`config.mk`:
```
export PLATFORM = sky130hd
export DESIGN_NAME = keypad_scan_display
export DESIGN_NICKNAME = d
export VERILOG_FILES = /design/src/rtl/keypad_display_pkg.sv /design/src/rtl/seg7_decoder.sv /design/src/rtl/keypad_scan_display.sv
export SDC_FILE = /design/constraint.sdc
export NUM_CORES = 1
export LEC_CHECK = 0
export CAP_MARGIN = 15
export CELL_PAD_IN_SITES_DETAIL_PLACEMENT = 1
export CELL_PAD_IN_SITES_GLOBAL_PLACEMENT = 2
export CORE_ASPECT_RATIO = 0.9
export CORE_UTILIZATION = 38
export DETAILED_ROUTE_END_ITERATION = 10
export GPL_ROUTABILITY_DRIVEN = 1
export GPL_TIMING_DRIVEN = 1
export HOLD_SLACK_MARGIN = 0.12
export PLACE_DENSITY = 0.88
export REMOVE_ABC_BUFFERS = 1
export SLEW_MARGIN = 20
export SYNTH_ARGS = -nofsm -noshare
export SYNTH_HDL_FRONTEND = slang
export SYNTH_HIERARCHICAL = 1
export SYNTH_SLANG_ARGS = --single-unit
```
`constraint.sdc`:
```
create_clock -name clk -period 6.44 [get_ports clk]
set_input_delay 0.966 -clock clk [delete_from_list [all_inputs] [get_ports clk]]
set_output_delay 0.966 -clock clk [all_outputs]
set_load 0.02 [all_outputs]
```
`src/rtl/keypad_display_pkg.sv`:
```
// Shared types and lookup tables for the keypad scanner and 7-segment display.
// Tables are indexed as {row, column} for keys and by BCD value for segments.
package keypad_display_pkg;

   typedef enum logic [1:0] {
      SCAN             = 2'd0,
      DEBOUNCE_PRESS   = 2'd1,
      HELD             = 2'd2,
      DEBOUNCE_RELEASE = 2'd3
   } scan_state_t;

   // Entry [row*4 + col]; listed from index 15 down to 0.
   localparam logic [15:0][3:0] KEY_TABLE = {
      4'hD, 4'hF, 4'h0, 4'hE,
      4'hC, 4'h9, 4'h8, 4'h7,
      4'hB, 4'h6, 4'h5, 4'h4,
      4'hA, 4'h3, 4'h2, 4'h1
   };

   // Segments {g,f,e,d,c,b,a}; codes 10-15 are blank.
   localparam logic [15:0][6:0] SEG_TABLE = {
      7'b0000000, 7'b0000000, 7'b0000000, 7'b0000000, 7'b0000000, 7'b0000000,
      7'b1101111, 7'b1111111, 7'b0000111, 7'b1111101, 7'b1101101,
      7'b1100110, 7'b1001111, 7'b1011011, 7'b0000110, 7'b0111111
   };

   function automatic logic [3:0] key_code(input logic [1:0] row, input logic [1:0] col);
      return KEY_TABLE[{row, col}];
   endfunction

   // Several rows low resolve to the lowest-numbered one.
   function automatic logic [1:0] lowest_low_row(input logic [3:0] rows);
      logic [1:0] r;
      r = 2'd0;
      for (int i = 3; i >= 0; i--) begin
         if (!rows[i]) r = 2'(i);
      end
      return r;
   endfunction

endpackage

```
`src/rtl/seg7_decoder.sv`:
```
// Combinational BCD to 7-segment decoder, active-high segments.
module seg7_decoder
   import keypad_display_pkg::*;
(
   input  logic [3:0] bcd,
   output logic [6:0] seg
);

   assign seg = SEG_TABLE[bcd];

endmodule

```
`src/rtl/keypad_scan_display.sv`:
```
// 4x4 keypad scanner with press/release debounce, plus a 3-digit multiplexed
// 7-segment display driver.
module keypad_scan_display
   import keypad_display_pkg::*;
#(
   parameter int SCAN_CYCLES     = 27000,
   parameter int DEBOUNCE_CYCLES = 270000,
   parameter int REFRESH_CYCLES  = 27000
)(
   input  logic        clk,
   input  logic        n_reset,
   input  logic [3:0]  filas_raw,
   input  logic [11:0] cdu,
   output logic [3:0]  columnas,
   output logic [3:0]  sample,
   output logic        key_valid,
   output logic [3:0]  key_pressed,
   output logic [6:0]  d,
   output logic [2:0]  a
);

   localparam int CNT_MAX = (DEBOUNCE_CYCLES > SCAN_CYCLES) ? DEBOUNCE_CYCLES : SCAN_CYCLES;
   localparam int CNT_W   = $clog2(CNT_MAX + 1);
   localparam int REF_W   = $clog2(REFRESH_CYCLES + 1);
   localparam logic [CNT_W-1:0] SCAN_LAST = CNT_W'(SCAN_CYCLES - 1);
   localparam logic [CNT_W-1:0] DEB_LAST  = CNT_W'(DEBOUNCE_CYCLES - 1);
   localparam logic [REF_W-1:0] REF_LAST  = REF_W'(REFRESH_CYCLES - 1);

   logic [3:0]       r_filas_meta;
   logic [3:0]       r_filas_sync;
   logic [3:0]       r_rows_latched;
   scan_state_t      r_state;
   logic [CNT_W-1:0] r_cnt;
   logic [1:0]       r_col;
   logic [3:0]       r_sample;
   logic             r_key_valid;
   logic [REF_W-1:0] r_ref_cnt;
   logic [1:0]       r_digit;
   logic             w_all_high;
   logic [3:0]       w_bcd;

   assign w_all_high = (r_filas_sync == 4'hF);

   always_ff @(posedge clk or negedge n_reset) begin
      if (!n_reset) begin
         r_filas_meta <= 4'hF;
         r_filas_sync <= 4'hF;
      end else begin
         r_filas_meta <= filas_raw;
         r_filas_sync <= r_filas_meta;
      end
   end

   always_ff @(posedge clk or negedge n_reset) begin
      if (!n_reset) begin
         r_state        <= SCAN;
         r_cnt          <= '0;
         r_col          <= 2'd0;
         r_rows_latched <= 4'hF;
         r_sample       <= 4'h0;
         r_key_valid    <= 1'b0;
      end else begin
         r_key_valid <= 1'b0;
         case (r_state)
            SCAN: begin
               if (!w_all_high) begin
                  r_state        <= DEBOUNCE_PRESS;
                  r_rows_latched <= r_filas_sync;
                  r_cnt          <= '0;
               end else if (r_cnt == SCAN_LAST) begin
                  r_cnt <= '0;
                  r_col <= r_col + 2'd1;
               end else begin
                  r_cnt <= r_cnt + 1'b1;
               end
            end
            DEBOUNCE_PRESS: begin
               // Any bounce abandons the candidate key; the column stays put.
               if (r_filas_sync != r_rows_latched) begin
                  r_state <= SCAN;
                  r_cnt   <= '0;
               end else if (r_cnt == DEB_LAST) begin
                  r_state     <= HELD;
                  r_cnt       <= '0;
                  r_sample    <= key_code(lowest_low_row(r_rows_latched), r_col);
                  r_key_valid <= 1'b1;
               end else begin
                  r_cnt <= r_cnt + 1'b1;
               end
            end
            HELD: begin
               if (w_all_high) begin
                  r_state <= DEBOUNCE_RELEASE;
                  r_cnt   <= '0;
               end
            end
            DEBOUNCE_RELEASE: begin
               if (!w_all_high) begin
                  r_state <= HELD;
                  r_cnt   <= '0;
               end else if (r_cnt == DEB_LAST) begin
                  r_state <= SCAN;
                  r_cnt   <= '0;
                  r_col   <= r_col + 2'd1;
               end else begin
                  r_cnt <= r_cnt + 1'b1;
               end
            end
            default: begin
               r_state <= SCAN;
               r_cnt   <= '0;
            end
         endcase
      end
   end

   always_ff @(posedge clk or negedge n_reset) begin
      if (!n_reset) begin
         r_ref_cnt <= '0;
         r_digit   <= 2'd0;
      end else if (r_ref_cnt == REF_LAST) begin
         r_ref_cnt <= '0;
         r_digit   <= (r_digit == 2'd2) ? 2'd0 : r_digit + 2'd1;
      end else begin
         r_ref_cnt <= r_ref_cnt + 1'b1;
      end
   end

   always_comb begin
      w_bcd = cdu[3:0];
      case (r_digit)
         2'd1:    w_bcd = cdu[7:4];
         2'd2:    w_bcd = cdu[11:8];
         default: w_bcd = cdu[3:0];
      endcase
   end

   seg7_decoder u_seg7 (
      .bcd (w_bcd),
      .seg (d)
   );

   assign columnas    = ~(4'b0001 << r_col);
   assign sample      = r_sample;
   assign key_valid   = r_key_valid;
   assign key_pressed = (r_state == HELD) ? ~columnas : 4'b0000;
   assign a           = ~(3'b001 << r_digit);

endmodule

```
==> qor.csv, run 1 <==
metric,value,unit
worstSetupEndpointType,output port,
drv_cap,0,
cts.clk_slew.worst_paths,0.07,ns
start_util,40.1,%
root_buffer,clkbuf_8,
min_path_type,flop to flop,
slew-limit-headroom,46.1,%
rsz0062_at_grt,no,
power.density,247,nW/um^2
ys_warn_count,6,
grt_usage,17.8,%
clk_latency,0.34,ns
cts_tree,yes,
synthArstFlopShare,100,%
cts_hold_buf,0,
row_count,31,
post-route-period-util,69.2,%
ys_types,54,
fmax,0.224,GHz
cp_max_fo,7,
core_area,8260,sq um
yosys.area.top_type,dfrtp_1,
num_antenna_cells,0,
htree_levels,3,
status,completed,
hold_violations,0,
synthFlopType,dfrtp_1,
cts_buffers,9,
layout-drive-gt1-share,13.2,%
setup_ws,1.98,ns
syn_to_final_growth,21.3,%
ant_nets,0,
port_buffers,40,
netlist_instances,333,
worstSetupPathType,input port to output port,
firstDrtPassIters,4,
drt_wl_total,7.23,mm
die_area,9100,sq um
cts.sinks,57,
fin_crit,4.46,ns
stdcell_area,4020,sq um
drc,0,
drt_iter0_markers,82,
clockBufferDepth,2,
io_pins,41,
via_per_inst,5.10,
arrival,3.49,ns
vias,2517,
cp_data_required_time,5.47,ns
crit_path_start_kind,input port,
finalClockSkew,0.00699,ns
yosys-top-cells-area,"dfrtp_1 (34%), dfstp_2 (9.5%), ha_1 (7.2%)",
fp.dieW,100,um
total_power,994,uW
dpl_worst_slack,1.99,ns
globalplace.congestion,0.733,
setup_viol,0,
final_max_slew_viol_count,0,
die_h,90.6,um
overflow,0,
cts_resized,0,
worstHoldPathCells,0,
ys_ff_latch,57,
place_area,3780,sq um
vdd.ir_drop.worst,0.118,mV
avgSynthCellArea,9.95,sq um
grt_pass1_wl,12.6,mm
power.leakage,1.66,nW
wl_per_cell,14.6,um
dp_hpwl,5.21,mm
syn_area,3310,sq um
reg2regPathDepth,6,
post_cts_buffers,0,
tightest_slew,0.809,ns
antenna_found_initial,0,
synth_top_area_share,34.0,%
tns,0,ns
synth-seq-area-share,43.5,%
grt_pass1_vias,2576,
fin_nets,411,
grt_max_degree,58,
synth-edff-count,0,
layer usage:
metal	share of wire, %	global-route usage [%]
met1	46	22.4
met2	49	28.8
met3	2.8	4.88
met4	1.7	7.13
met5	0	0
stage by stage:
step | instances | utilization, % | hold WS [ns]
2_1_floorplan | 321 | - | 0.345
3_3_place_gp | 478 | 45.7 | 0.348
3_5_place_dp | 478 | 45.7 | 0.348
4_1_cts | 494 | 48.6 | 0.351
5_1_grt | 494 | 48.6 | 0.351
6_report | 494 | 48.6 | 0.350
cell usage in the layout, fill, tap and decap left out, drive strengths merged, types with 2 or more instances in the layout:
cell / synthesis / final
nand2b: 3 / 3
ha: 19 / 19
clkdlybuf4s50: 0 / 39
bufinv: 0 / 3
o21a: 4 / 4
nor2b: 3 / 3
buf: 7 / 3
dfstp: 12 / 12
and2: 3 / 3
o21ai: 10 / 10
xor2: 20 / 20
mux2i: 4 / 4
clkinv: 0 / 3
o22ai: 5 / 5
dfrtp: 45 / 45
a21oi: 7 / 7
a22oi: 4 / 4
nand3: 16 / 16
nor3: 6 / 6
nor2: 50 / 50
mux2: 3 / 3
or3: 2 / 2
inv: 25 / 25
nor4b: 5 / 5
xnor2: 16 / 16
and4: 4 / 4
clkbuf: 5 / 10
nor4: 3 / 3
and3: 4 / 4
nand2: 16 / 16
nand4: 12 / 12
o2111ai: 2 / 2
o22a: 5 / 5
final cells by class:
class / instances / area [sq um]
tap: 115 / 144
clock buffer: 10 / 138
clock inverter: 6 / 105
sequential: 57 / 1440
timing repair buffer: 42 / 410
inverter: 25 / 93.8
fill: 966 / 4240
multi-input combinational: 239 / 1690
Yosys cell counts (2+ instances only):
cell type and n:
inv_1 24, and2_1 3, nor4b_1 3, xnor2_1 16
o21a_1 4, nor2b_1 3, nand4_2 2, dfrtp_1 45
o22a_1 4, nand4_1 10, a21oi_1 7, mux2i_1 4
and3_1 4, nor4_1 2, ha_1 19, dfstp_2 12
xor2_1 20, nand3_1 16, clkbuf_1 4, and4_1 4
nand2b_1 2, mux2_2 3, nand2_1 16, nor3_1 5
nor2_1 50, o21ai_0 10, buf_6 6, a22oi_1 4
o22ai_1 5, or3_1 2
registers in the layout, summed over array words and instances, names as in the netlist, 2 cells and up:
name            cells
r_filas_sync        4
r_rows_latched      4
r_ref_cnt          15
r_filas_meta        4
r_state             2
r_cnt              19
sample              4
r_col               2
r_digit             2
cell families (layout without fill, tap and decap cells):
| family | Yosys count | after routing | share of synthesized area (%) |
|---|---|---|---|
| XOR/XNOR | 36 | 36 | 9.51 |
| AO/OA/AOI/OAI | 46 | 46 | 9.89 |
| multiplexers | 8 | 8 | 2.91 |
| AND/OR/NAND/NOR | 130 | 130 | 21.4 |
| adder cells (fa/ha/maj) | 19 | 19 | 7.17 |
| buffers and inverters | 37 | 83 | 5.62 |
| flip-flops | 57 | 57 | 43.5 |
report_power, final:
group,switching [mW],total [mW],internal (mW)
combinational,0.0881,0.165,0.0767
clock,0.143,0.408,0.265
sequential,0.0306,0.421,0.390
worst paths after layout:
path                                           start                   endpoint  slack (ns)
min in group asynchronous                    n_reset      sample[1]$_DFFE_PN0P_        0.76
max in group asynchronous                    n_reset       r_cnt[7]$_DFFE_PN0N_        5.20
min                        r_filas_meta[0]$_DFF_PN1_  r_filas_sync[0]$_DFF_PN1_        0.35
max reg2reg                     r_cnt[0]$_DFFE_PN0N_      r_cnt[13]$_DFFE_PN0N_        3.97
max                                           cdu[9]                       d[0]        1.98
min reg2reg                r_filas_meta[0]$_DFF_PN1_  r_filas_sync[0]$_DFF_PN1_        0.35
worst max-delay path, cell delays in order:
cell,delay (ns)
clkdlybuf4s50_1,0.46
a22oi_1,0.08
a21oi_1,0.55
inv_2,0.16
ha_1,0.22
nor2_1,0.11
a21oi_1,0.07
o22ai_1,0.22
clkdlybuf4s50_1,0.65
(Power assumes the default switching activity.)
==> run 2, diff against run 1 <==
CORE_UTILIZATION = 35   (was 38)
PLACE_DENSITY = 0.82   (was 0.88)
clock period = 4.6 ns   (was 6.44 ns; I/O delays follow)
==> qor.csv, run 2 (synthesized netlist as in run 1, its figures left out) <==
metric,value,unit,change
status,completed,,
vias,2506,,-0.44%
drc,0,,unchanged
cp_max_fo,8,,+1
dpl_worst_slack,0.849,ns,-1.14 ns
fp.dieW,105,um,+4.1%
final_cells,502,,+1.6%
cpLargestDelayFamily,buffers and inverters,,
hold_violations,0,,unchanged
row_count,33,,+6.5%
drv_cap,0,,unchanged
core_area,9170,sq um,+11%
min_path_type,input port to async pin,,
arrival,3.13,ns,-0.36 ns
num_antenna_cells,0,,unchanged
top_register,r_cnt,,
power.density,320,nW/um^2,+29%
p_int,917,uW,+25%
grt_max_degree,35,,-40%
drt_wl_total,7.11,mm,-1.6%
fin_crit,3.82,ns,
reg2regPathDepth,6,,unchanged
antenna_found_initial,0,,unchanged
overflow,0,,unchanged
cts_resized,0,,unchanged
swShare,28.0,%,+1.7 points
top_regs,"r_cnt (19), r_ref_cnt (15)",,
cts.sinks,57,,unchanged
via_per_inst,4.99,,-2.0%
grt_pass1_vias,2601,,+0.97%
placed_cells,486,,+1.7%
htree_levels,3,,unchanged
tightest_slew,0.809,ns,-0.000543 ns
grt_usage,16.0,%,-1.8 points
critPathMaxStageDelay,0.63,ns,-0.02 ns
p_sw,356,uW,+36%
rrSetupSlack,2.11,ns,-1.86 ns
io_pins,41,,unchanged
port_buffers,40,,unchanged
finalClockSkew,0.0114,ns,+0.00441 ns
pwr-share-seq,46.2,%,+3.9 points
setup_ws,0.783,ns,-1.20 ns
worst-path-buf-inv,3,,unchanged
final_max_slew_viol_count,0,,unchanged
crit_cells,10,,+1
critPathSlowestCell,clkdlybuf4s50_1,,
dp_hpwl,5.23,mm,+0.41%
fmax,0.262,GHz,
die_h,94.3,um,+4.1%
power.leakage,1.64,nW,-1.3%
cp_data_required_time,3.91,ns,-1.56 ns
post-route-period-util,83.0,%,
drt_iter0_markers,38,,-54%
worstSetupPathType,flop to output port,,
layout-drive-gt1-share,12.9,%,-0.30 points
cts_buffers,9,,unchanged
firstDrtPassIters,4,,unchanged
combPwrFrac,17.9,%,+1.3 points
die_area,9860,sq um,+8.4%
clockBufferDepth,2,,unchanged
slew-limit-headroom,46.1,%,about the same
fin_nets,412,,+0.24%
cp_cell_sequence,inv_1 -> ha_1 -> nor2_1 -> a21oi_1 -> inv_2 -> ha_1 -> nor2_1 -> a21oi_1 -> o22ai_1 -> clkdlybuf4s50_1,,
cts_hold_buf,0,,unchanged
syn_to_final_growth,20.2,%,
setup_viol,0,,unchanged
clock_power_share,35.9,%,-5.2 points
grt_pass1_wl,12.6,mm,unchanged
rsz0062_at_grt,no,,
final_common_cell,nor2_1,,
layout_common_cells,"nor2_1 (50), dfrtp_1 (45), clkdlybuf4s50_1 (39), inv_1 (24), xor2_1 (20)",,
vdd.ir_drop.worst,0.159,mV,+35%
cts_tree,yes,,
root_buffer,clkbuf_8,,
tns,0,ns,unchanged
start_util,36.2,%,-4.0 points
clk_latency,0.33,ns,about the same
worstSetupEndpointType,output port,,
globalplace.congestion,0.742,,+1.3%
post_cts_buffers,0,,unchanged
wl_per_cell,14.2,um,-3.1%
cts.clk_slew.worst_paths,0.07,ns,about the same
crit_path_start_kind,flop,,
largest_reg_flops,19,,unchanged
ant_nets,0,,unchanged
[run 2: power by group through the flow]
stage               logic, mW  registers, mW  clock network (mW)
floorplan               0.163          0.584                   0
global placement        0.229          0.595                   0
detailed placement      0.230          0.597                   0
CTS                     0.232          0.589               0.473
global route            0.254          0.596               0.495
finish                  0.228          0.589               0.457
[run 2: final timing paths]
path,start,endpoint
min reg2reg,r_filas_meta[1]$_DFF_PN1_,r_filas_sync[1]$_DFF_PN1_
max in group asynchronous,n_reset,r_rows_latched[0]$_DFFE_PN1P_
max reg2reg,r_cnt[0]$_DFFE_PN0N_,r_cnt[17]$_DFFE_PN0N_
min in group clk,r_filas_meta[1]$_DFF_PN1_,r_filas_sync[1]$_DFF_PN1_
min,n_reset,r_cnt[10]$_DFFE_PN0N_
max,r_digit[0]$_DFFE_PN0N_,d[3]
[run 2: layout make-up]
| class | count | area, sq um |
|---|---|---|
| well taps | 122 | 153 |
| fillers | 1073 | 5180 |
| inverters | 25 | 93.8 |
| multi-input cells | 239 | 1690 |
| clock buffers | 12 | 145 |
| clock inverters | 4 | 45.0 |
| repair buffers | 43 | 418 |
| flip-flops and latches | 57 | 1440 |
[run 2: through the flow]
step                total power, mW  util, %  hold slack, ns  instance area (sq um)
finish                         1.27     43.4           0.345                   3980
detailed placement            0.828     41.4           0.348                   3790
global placement              0.824     41.4           0.346                   3790
CTS                            1.29     43.4           0.350                   3980
floorplan                     0.748        -           0.345                   3220
global route                   1.35     43.4           0.352                   3980
[run 2: layer usage]
layer / routed length, um / GRT usage [%]
met1: 3600 / 22.1
met2: 3110 / 24.8
met3: 343 / 4.58
met4: 53 / 4.23
met5: 0 / 0
==> run 3, diff against run 2 <==
clock period = 3.8 ns   (was 4.6 ns; I/O delays follow)
==> qor.csv, run 3 (synthesized netlist as in run 1, its figures left out) <==
metric,value,unit,change
drt_wl_total,7.20,mm,+1.3%
dpl_worst_slack,0.571,ns,-0.279 ns
port_buffers,40,,unchanged
grt_max_degree,36,,+2.9%
grt_pass1_vias,2624,,+0.88%
finalClockSkew,0.0127,ns,+0.00126 ns
slew-limit-headroom,45.3,%,-0.76 points
rsz0062_at_grt,no,,
grt_pass1_wl,12.7,mm,+0.66%
num_antenna_cells,0,,unchanged
io_pins,41,,unchanged
final_common_cell,nor2_1,,
top_register,r_cnt,,
fin_crit,3.43,ns,
cts_resized,0,,unchanged
drv_cap,0,,unchanged
top_regs,"r_cnt (19), r_ref_cnt (15)",,
final_max_slew_viol_count,0,,unchanged
rrSetupSlack,1.37,ns,-0.74 ns
reg2reg_to,r_cnt[6]$_DFFE_PN0N_,,
use_met3,5.62,%,+1.0 points
min_path_type,input port to async pin,,
htree_levels,3,,unchanged
cts_buffers,9,,unchanged
firstDrtPassIters,4,,unchanged
grt-busiest-layer,met2,,
cts.sinks,57,,unchanged
die_h,94.3,um,unchanged
start_util,36.2,%,unchanged
worstSetupPathType,flop to output port,,
root_buffer,clkbuf_8,,
power.leakage,1.67,nW,+1.8%
power.density,417,nW/um^2,+31%
worst-path-buf-inv,3,,unchanged
cpLargestDelayFamily,buffers and inverters,,
setup_ws,0.368,ns,-0.415 ns
via_per_inst,4.92,,-1.5%
cts.clk_slew.worst_paths,0.07,ns,about the same
drc,0,,unchanged
largest_reg_flops,19,,unchanged
tightest_slew,0.814,ns,+0.00512 ns
post_cts_buffers,0,,unchanged
cts_tree,yes,,
wl_per_cell,14.3,um,+0.88%
row_count,33,,unchanged
hold_violations,0,,unchanged
fp.dieW,105,um,unchanged
arrival,2.86,ns,-0.27 ns
fillCellCount,1061,,-1.1%
ant_nets,0,,unchanged
cp_data_required_time,3.23,ns,-0.68 ns
tns,0,ns,unchanged
overflow,0,,unchanged
core_area,9170,sq um,unchanged
grt_usage,16.4,%,+0.32 points
rr_startpoint,r_cnt[0]$_DFFE_PN0N_,,
crit_path_start_kind,flop,,
syn_to_final_growth,22.2,%,
dp_hpwl,5.24,mm,+0.24%
critPathMaxStageDelay,0.63,ns,about the same
globalplace.congestion,0.791,,+6.6%
cts_hold_buf,0,,unchanged
status,completed,,
clockBufferDepth,2,,unchanged
vias,2479,,-1.1%
fin_nets,414,,+0.49%
die_area,9860,sq um,unchanged
worstSetupEndpointType,output port,,
layout_common_cells,"nor2_1 (50), dfrtp_1 (45), clkdlybuf4s50_1 (39), inv_1 (24), xor2_1 (20)",,
antenna_found_initial,0,,unchanged
cp_cell_sequence,inv_1 -> ha_1 -> nor2_1 -> a21oi_1 -> inv_1 -> ha_1 -> o21ai_0 -> clkdlybuf4s50_1,,
register_area,1440,sq um,unchanged
clk_latency,0.34,ns,about the same
critPathSlowestCell,clkdlybuf4s50_1,,
layout-drive-gt1-share,13.6,%,+0.72 points
cp_max_fo,8,,unchanged
globalRouteMet2Util,25.0,%,+0.22 points
vdd.ir_drop.worst,0.177,mV,+11%
drt_iter0_markers,62,,+63%
grt_use_met1,21.9,%,-0.18 points
multi_input_area,1690,sq um,unchanged
post-route-period-util,90.3,%,
fmax,0.291,GHz,
reg2regPathDepth,6,,unchanged
setup_viol,0,,unchanged
-- run 3: worst max-delay path by stage --
| stage | from | endpoint | cells after the start |
|---|---|---|---|
| after floorplan | r_digit[0]$_DFFE_PN0N_ | d[1] | 7 |
| after global placement | cdu[8] | d[1] | 7 |
| after detailed placement | cdu[8] | d[1] | 7 |
| after CTS | r_digit[0]$_DFFE_PN0N_ | d[1] | 8 |
| after global routing | r_digit[0]$_DFFE_PN0N_ | d[1] | 8 |
| final | r_digit[0]$_DFFE_PN0N_ | d[1] | 8 |
-- run 3: cell type report --
cell class | count | share of cell area [%]
inverter | 25 | 2.32
multi-input combinational | 239 | 41.6
clock inverter | 5 | 2.53
sequential | 57 | 35.6
tap | 122 | 3.77
clock buffer | 11 | 3.49
timing repair buffer | 45 | 10.7
-- run 3: where the power goes --
part / switching, mW / internal [mW] / leakage, nW
Combinational: 0.147 / 0.132 / 0.811
Sequential: 0.0523 / 0.661 / 0.738
Clock: 0.246 / 0.453 / 0.120
-- run 3: per-stage QoR --
stage | total power, mW | hold WS (ns) | util [%] | area, sq um | instances
after floorplan | 0.905 | 0.274 | - | 3220 | 321
after global placement | 0.998 | 0.347 | 41.5 | 3810 | 488
after detailed placement | 1.01 | 0.349 | 41.5 | 3810 | 488
after CTS | 1.72 | 0.338 | 44.2 | 4050 | 504
after global routing | 1.78 | 0.356 | 44.2 | 4050 | 504
final | 1.69 | 0.306 | 44.2 | 4050 | 504
-- run 3: per-layer routing --
metal	vias to the layer above	share of wire [%]
met2	55	43
met1	1183	51
met3	10	4.5
li1	1231	-
met4	0	1.3
met5	-	0
